==> src/rtl/time_alignment_nstage.sv <==
// Time-alignment and digital correction for an N-stage pipelined ADC back end.
// Each stage slice is delayed so one conversion's bits line up, then the slices are concatenated or overlap-added.
module time_alignment_nstage #(
    parameter int NUM_STAGES = 4,
    parameter int STAGE_BITS = 3,
    parameter int OVERLAP    = 0,
    localparam int OUT_W     = (OVERLAP != 0) ? (NUM_STAGES - 1) * (STAGE_BITS - 1) + STAGE_BITS
                                              : NUM_STAGES * STAGE_BITS
) (
    input  logic                             clk_i,
    input  logic                             reset_i,
    input  logic                             valid_i,
    input  logic [NUM_STAGES*STAGE_BITS-1:0] stage_data_i,
    output logic [OUT_W-1:0]                 dout_o,
    output logic                             valid_o,
    output logic                             ovf_o
);

    localparam int CNT_W = (NUM_STAGES > 1) ? $clog2(NUM_STAGES) : 1;
    localparam int SUM_W = OUT_W + 1;

    // aligned[k] is stage k's slice of the conversion whose last slice is on stage_data_i now
    logic [STAGE_BITS-1:0] aligned [NUM_STAGES];

    generate
        for (genvar gi = 0; gi < NUM_STAGES - 1; gi++) begin : g_stage
            localparam int DEPTH = NUM_STAGES - 1 - gi;

            logic [STAGE_BITS-1:0] dly_q [DEPTH];
            logic [STAGE_BITS-1:0] dly_d [DEPTH];

            always_comb begin
                dly_d = dly_q;
                if (valid_i) begin
                    dly_d[0] = stage_data_i[(NUM_STAGES - gi) * STAGE_BITS - 1 -: STAGE_BITS];
                    for (int j = 1; j < DEPTH; j++) begin
                        dly_d[j] = dly_q[j - 1];
                    end
                end
            end

            always_ff @(posedge clk_i) begin
                if (reset_i) begin
                    for (int j = 0; j < DEPTH; j++) begin
                        dly_q[j] <= '0;
                    end
                end else begin
                    dly_q <= dly_d;
                end
            end

            assign aligned[gi] = dly_q[DEPTH - 1];
        end
    endgenerate

    assign aligned[NUM_STAGES - 1] = stage_data_i[STAGE_BITS-1:0];

    // Fill counter: the line holds a whole conversion once NUM_STAGES-1 beats have been seen
    logic [CNT_W-1:0] cnt_q;
    logic [CNT_W-1:0] cnt_d;
    logic             line_full;

    assign line_full = (cnt_q == CNT_W'(NUM_STAGES - 1));

    always_comb begin
        cnt_d = cnt_q;
        if (valid_i && !line_full) begin
            cnt_d = cnt_q + CNT_W'(1);
        end
    end

    logic [OUT_W-1:0] word;
    logic             word_ovf;

    generate
        if (OVERLAP == 0) begin : g_concat
            always_comb begin
                word     = '0;
                word_ovf = 1'b0;
                for (int k = 0; k < NUM_STAGES; k++) begin
                    word[(NUM_STAGES - k) * STAGE_BITS - 1 -: STAGE_BITS] = aligned[k];
                end
            end
        end else begin : g_overlap
            logic [SUM_W-1:0] sum;

            // Adjacent stages share one weight bit; the carry out of OUT_W bits means overrange
            always_comb begin
                sum = '0;
                for (int k = 0; k < NUM_STAGES; k++) begin
                    sum = sum + (SUM_W'(aligned[k]) << ((NUM_STAGES - 1 - k) * (STAGE_BITS - 1)));
                end
                word_ovf = sum[OUT_W];
                word     = word_ovf ? {OUT_W{1'b1}} : sum[OUT_W-1:0];
            end
        end
    endgenerate

    logic [OUT_W-1:0] dout_q;
    logic [OUT_W-1:0] dout_d;
    logic             valid_q;
    logic             valid_d;
    logic             ovf_q;
    logic             ovf_d;

    always_comb begin
        dout_d  = dout_q;
        ovf_d   = ovf_q;
        valid_d = 1'b0;
        if (valid_i && line_full) begin
            dout_d  = word;
            ovf_d   = word_ovf;
            valid_d = 1'b1;
        end
    end

    always_ff @(posedge clk_i) begin
        if (reset_i) begin
            cnt_q   <= '0;
            dout_q  <= '0;
            ovf_q   <= 1'b0;
            valid_q <= 1'b0;
        end else begin
            cnt_q   <= cnt_d;
            dout_q  <= dout_d;
            ovf_q   <= ovf_d;
            valid_q <= valid_d;
        end
    end

    assign dout_o  = dout_q;
    assign valid_o = valid_q;
    assign ovf_o   = ovf_q;

endmodule

==> config.mk <==
export PLATFORM = sky130hd
export DESIGN_NAME = time_alignment_nstage
export DESIGN_NICKNAME = d
export VERILOG_FILES = /design/src/rtl/time_alignment_nstage.sv
export SDC_FILE = /design/constraint.sdc
export NUM_CORES = 1
export LEC_CHECK = 0
export ABC_AREA = 0
export CAP_MARGIN = 20
export CORE_MARGIN = 3
export CORE_UTILIZATION = 60
export CTS_CLUSTER_DIAMETER = 150
export CTS_CLUSTER_SIZE = 16
export DETAILED_ROUTE_END_ITERATION = 10
export DONT_BUFFER_PORTS = 1
export HOLD_SLACK_MARGIN = 0.03
export PLACE_DENSITY = 0.76
export SLEW_MARGIN = 15
export SYNTH_ARGS = -nofsm -noshare
export SYNTH_HDL_FRONTEND = slang
export SYNTH_SLANG_ARGS = --single-unit
export TNS_END_PERCENT = 1
==> constraint.sdc <==
create_clock -name clk_i -period 1.41 [get_ports clk_i]
set_input_delay 0.2115 -clock clk_i [delete_from_list [all_inputs] [get_ports clk_i]]
set_output_delay 0.2115 -clock clk_i [all_outputs]
set_load 0.005 [all_outputs]
==> flow_summary.json, run 1 <==
{
  "outcome": "completed",
  "clock_skew_ps": 4.065,
  "antenna_left": 0,
  "syn-cell-area_um2": 1366,
  "grt_max_degree": 38,
  "grt_usage_pct": 17.97,
  "drt_iter0_markers": 16,
  "fin_hold_ws_ps": 42.04,
  "rows": 16,
  "port_buffers": 0,
  "synth.most_common_cell": "dfxtp_1",
  "drc_errors": 0,
  "p_clk_share_pct": 32.1,
  "worstHoldStart": "stage_data_i[3]",
  "vias": 891,
  "cts_resized": 0,
  "diodes": 0,
  "syn_inst": 129,
  "intPower_uw": 1261,
  "grt_pass1_vias": 806,
  "synth.distinct_cells": 22,
  "critPathKind": "register to register",
  "fin_nets": 151,
  "netlist.area_leader.share_pct": 48.35,
  "tritoncts": "done",
  "syn2layout_area_growth_pct": 7.601,
  "reg2reg_from": "cnt_q[0]",
  "dp_hpwl_um": 1300,
  "max_freq_mhz": 802.9,
  "clock_sinks": 33,
  "setup_violations": 0,
  "arrival_ps": 1500,
  "final_core_utilization_pct": 71.30,
  "p_sw_share_pct": 21.59,
  "vdd_drop_max_v": 0.0009009,
  "pre_cts_ws_ps": 173.5,
  "p_leak_uw": 0.0005947,
  "synth_flop_cell": "dfxtp_1",
  "postPlaceCellArea_um2": 1305,
  "ff2ff_path_depth": 4,
  "critPathMaxFanout": 15,
  "hold_depth": 2,
  "totalWireLength_um": 2274,
  "p_comb_share_pct": 7.1,
  "finalWeightedCongestion": 0.6217,
  "seq_area_um2": 660.6,
  "die_w_um": 53.72,
  "drive_above_1_share_pct": 15.56,
  "vias_per_cell": 5.500,
  "critPathLaunch": "cnt_q[0]",
  "die_area_um2": 2886,
  "ys_seq_area_share_pct": 48.35,
  "fin_tns_setup_ps": 0,
  "p_switching_uw": 347.4,
  "nFillCells": 155,
  "synth_seq_cells": 33,
  "cts_root_buffer": "clkbuf_4",
  "synth_edf_count": 0,
  "yosysWarningCount": 0,
  "clock_path_buffers": 2,
  "clock_latency_ps": 320,
  "hold_violations": 0,
  "fin_area_um2": 1470,
  "die_y_um": 53.72,
  "worst_slack_ps": 164.5,
  "antenna_found_initial": 0,
  "core-area_um2": 2062,
  "start_kind": "register",
  "syn_area_per_cell_um2": 10.59,
  "grt_pass1_wl_um": 3622,
  "hold_path_class": "primary input to register",
  "htreeDepth": 2,
  "fin_crit_sh_pct": 88.33,
  "synth_top_area_cell": "dfxtp_1",
  "rsz0062_at_grt": "false",
  "cap_violations": 0,
  "cts_made_buffers": 5,
  "path_clk_slew_ps": 90,
  "cp-end-kind": "register",
  "initial_core_util_pct": 66.26,
  "cp_data_required_time_ps": 1660,
  "power_density_nw_per_um2": 1094,
  "syn_nets": 145,
  "slew_viol_final": 0,
  "multi_input_area_um2": 595.6,
  "p_seq_share_pct": 60.8,
  "period_minus_slack_ps": 1245,
  "netlist_top_cells_area": "dfxtp_1, mux2i_1, a21bo_1, nor2_1, a21oi_2",
  "synth_common_cells": "dfxtp_1, nor2_1, mux2i_1, nand3_1, a21bo_1",
  "detail_route.first_pass.iterations": 4,
  "ys_async_sr_fraction_pct": 0,
  "boundaryPins": 29,
  "wl_per_cell_um": 14.04,
  "gr-total-overflow": 0
}
## power by group through the flow
stage / registers [uW] / logic (uW) / clock network, uW
after CTS: 978 / 112 / 538
after detailed placement: 999 / 69.1 / 0
after global placement: 997 / 65.4 / 0
final: 978 / 114 / 517
after global routing: 982 / 128 / 584
after floorplan: 994 / 114 / 0
## timing repair
| action | 4_1_cts | 5_1_grt |
|---|---|---|
| setup buffers | 0 | 0 |
| endpoints found under the hold margin | 31 | 1 |
| hold buffers | 9 | 1 |
| endpoints found under the setup margin | 0 | 0 |
## area by class of cell
cell class,instances,share of cell area (%)
Sequential cell,33,44.94
Tap cell,27,2.298
Multi-Input combinational cell,83,40.51
Clock buffer,7,3.745
Timing Repair Buffer,12,8.511
## kinds of logic after synthesis
family                   count (synthesis)  synth area share [%]
other                                    1                0.2745
adder cells (fa/ha/maj)                  1                0.9156
AND/OR/NAND/NOR                         37                 12.91
buffers and inverters                   13                 8.057
multiplexers                            19                 14.01
flip-flops                              33                 48.35
AO/OA/AOI/OAI                           25                 15.48
## layout by cell type (no fill, tap or decap), drive strengths merged, types with 2 or more instances in the layout
cell,instances
mux2i,18
clkbuf,7
nor2,20
buf,3
nor2b,2
dfxtp,33
nand3,12
a21oi,12
dlygate4sd3,9
a21bo,12
## critical path: stages, from the launching register on
cell and delay, ps:
dfxtp_1 330, ha_1 250, buf_4 200, a21bo_2 220, a21oi_1 160
## through the flow
step / power (uW) / cells
global route: 1694 / 162
global placement: 1063 / 145
finish: 1609 / 162
floorplan: 1108 / 129
CTS: 1628 / 161
detailed placement: 1069 / 145
## layer usage
metal  vias to the layer above  track usage, %  part of all wire [%]
met5                         -               0                     0
met4                         0           7.660                   1.7
met3                         5           7.756                   6.6
met2                        26           29.23                    47
met1                       413           20.34                    45
li1                        447               -                     -
## sequential cells by signal, summed over array words and instances (netlist names)
name           count
aligned            6
cnt_q              2
dout_o            12
g_stage.dly_q     12
valid_o            1
## path summary, 6_finish.rpt
check | endpoint | slack, ps
max | dout_o[1] | 160
min reg2reg | dout_o[6] | 490
min | g_stage[2].dly_q[0] | 40
max reg2reg | dout_o[1] | 160
Power figures use the tool's default switching activity.
==> run 2: changes to the inputs <==
ABC_CLOCK_PERIOD_IN_PS = 1410   (was default)
==> results of run 2 <==
No change in the layout: final DEF, timing and power equal those of run 1.
==> run 3: changes to the inputs <==
--- a/config.mk
+++ b/config.mk
@@ -12,2 +12,3 @@
 export CORE_UTILIZATION = 60
+export CTS_BUF_LIST = sky130_fd_sc_hd__clkbuf_2
 export CTS_CLUSTER_DIAMETER = 150
==> constraint.sdc (replaced) <==
create_clock -name clk_i -period 1.41 [get_ports clk_i]
set_input_delay 0.282 -clock clk_i [delete_from_list [all_inputs] [get_ports clk_i]]
set_output_delay 0.282 -clock clk_i [all_outputs]
set_load 0.005 [all_outputs]
==> run 3 against run 2 <==
Effect of this change: fmax is 0.42% lower; sequential power hardly changed; die area stayed put.
==> flow_summary.json, run 3 (synthesis gave the netlist of run 1 again) <==
{
  "outcome": "completed",
  "cts_made_buffers": 5,
  "reg2reg_from": "cnt_q[0]",
  "port_buffers": 0,
  "fin_hold_ws_ps": 68.25,
  "drc_errors": 0,
  "finalWeightedCongestion": 0.6217,
  "totalWireLength_um": 2106,
  "fin_nets": 144,
  "power_density_nw_per_um2": 1060,
  "cp_data_required_time_ps": 1690,
  "max_freq_mhz": 799.5,
  "critPathMaxFanout": 15,
  "nFillCells": 169,
  "grt_usage_pct": 16.74,
  "detail_route.first_pass.iterations": 4,
  "final-instance-count-excl-fill": 155,
  "die_w_um": 53.72,
  "final_core_utilization_pct": 66.87,
  "vdd_drop_max_v": 0.0007028,
  "clock_skew_ps": 14.06,
  "boundaryPins": 29,
  "drive_above_1_share_pct": 16.41,
  "cp-end-kind": "register",
  "tritoncts": "done",
  "gr-total-overflow": 0,
  "rsz0062_at_grt": "false",
  "drt_iter0_markers": 13,
  "syn2layout_area_growth_pct": 0.9156,
  "critical-path-slowest-cell": "dfxtp_1",
  "grt_pass1_vias": 763,
  "clock_latency_ps": 350,
  "vias_per_cell": 5.490,
  "slew_viol_final": 0,
  "cap_violations": 0,
  "final_cell_mix": "dfxtp_1, nor2_1, mux2i_1",
  "fin_crit_sh_pct": 88.71,
  "clock_sinks": 33,
  "slowest_delay_ps": 350,
  "crit_family": "compound AO/OA/AOI/OAI gates",
  "wl_per_cell_um": 13.59,
  "critPathKind": "register to register",
  "worstHoldStart": "valid_i",
  "dp_hpwl_um": 1300,
  "grt_pass1_wl_um": 3401,
  "crit_chain": "ha_1, buf_4, a21bo_2, a21oi_1",
  "start_kind": "register",
  "p_leak_uw": 0.0005606,
  "fin_tns_setup_ps": 0,
  "hold_violations": 0,
  "die_area_um2": 2886,
  "rows": 16,
  "antenna_found_initial": 0,
  "antenna_left": 0,
  "critPathLaunch": "cnt_q[0]",
  "setup_violations": 0,
  "core-area_um2": 2062,
  "die_y_um": 53.72,
  "cp_num_buf_inv": 1,
  "r2r_slack_ps": 160,
  "initial_core_util_pct": 66.26,
  "hold_path_class": "primary input to register",
  "post-place-cells": 145,
  "period_minus_slack_ps": 1251,
  "path_clk_slew_ps": 150,
  "htreeDepth": 2,
  "diodes": 0,
  "clock_path_buffers": 2,
  "grt_max_degree": 46,
  "arrival_ps": 1530,
  "final_common_cell": "dfxtp_1",
  "vias": 851,
  "cts_root_buffer": "clkbuf_2"
}
==> run 3: per-stage QoR <==
step	power, uW	instance area [um^2]	worst slack [ps]
finish	1462	1379	159.2
global route	1551	1379	91.90
floorplan	1108	1366	247.0
detailed placement	1069	1305	173.5
global placement	1063	1305	275.1
CTS	1486	1369	144.0
==> run 3: path summary, 6_finish.rpt <==
path / to / cells past startpoint
setup / recovery: dout_o[1] / 4
hold / removal: dout_o[3] / 2
setup reg to reg: dout_o[1] / 4
hold reg to reg: dout_o[6] / 2
==> run 3: worst reg2reg max path, cell delays in order (launching register included) <==
cell and delay [ps]:
dfxtp_1 350, ha_1 260, buf_4 210, a21bo_2 230, a21oi_1 160
==> run 3: where the power goes <==
| group | internal, uW | switching (uW) |
|---|---|---|
| combinational | 52.0 | 41.4 |
| clock | 116 | 274 |
| sequential | 963 | 16.0 |
| total | 1130 | 332 |
==> run 3: cell type report <==
type	instances	area, um^2	share of cell area, %
timing repair buffer	5	55.05	3.993
clock buffer	6	30.03	2.178
sequential	33	660.6	47.91
tap	27	33.78	2.450
multi-input combinational	83	595.6	43.19
clock inverter	1	3.754	0.2722
==> run 3: timing repair <==
action,CTS,global route
setup buffers,0,0
gates resized for setup,0,0
endpoints found under the setup margin,0,0
hold buffers,2,1
hold endpoints to repair,31,1
==> run 3: layer usage <==
layer	global-route usage (%)	vias up	wire length, um
met5	0	-	0
met4	7.660	0	25
met3	8.033	4	142
met2	25.60	27	971
met1	19.66	386	966
li1	-	434	-
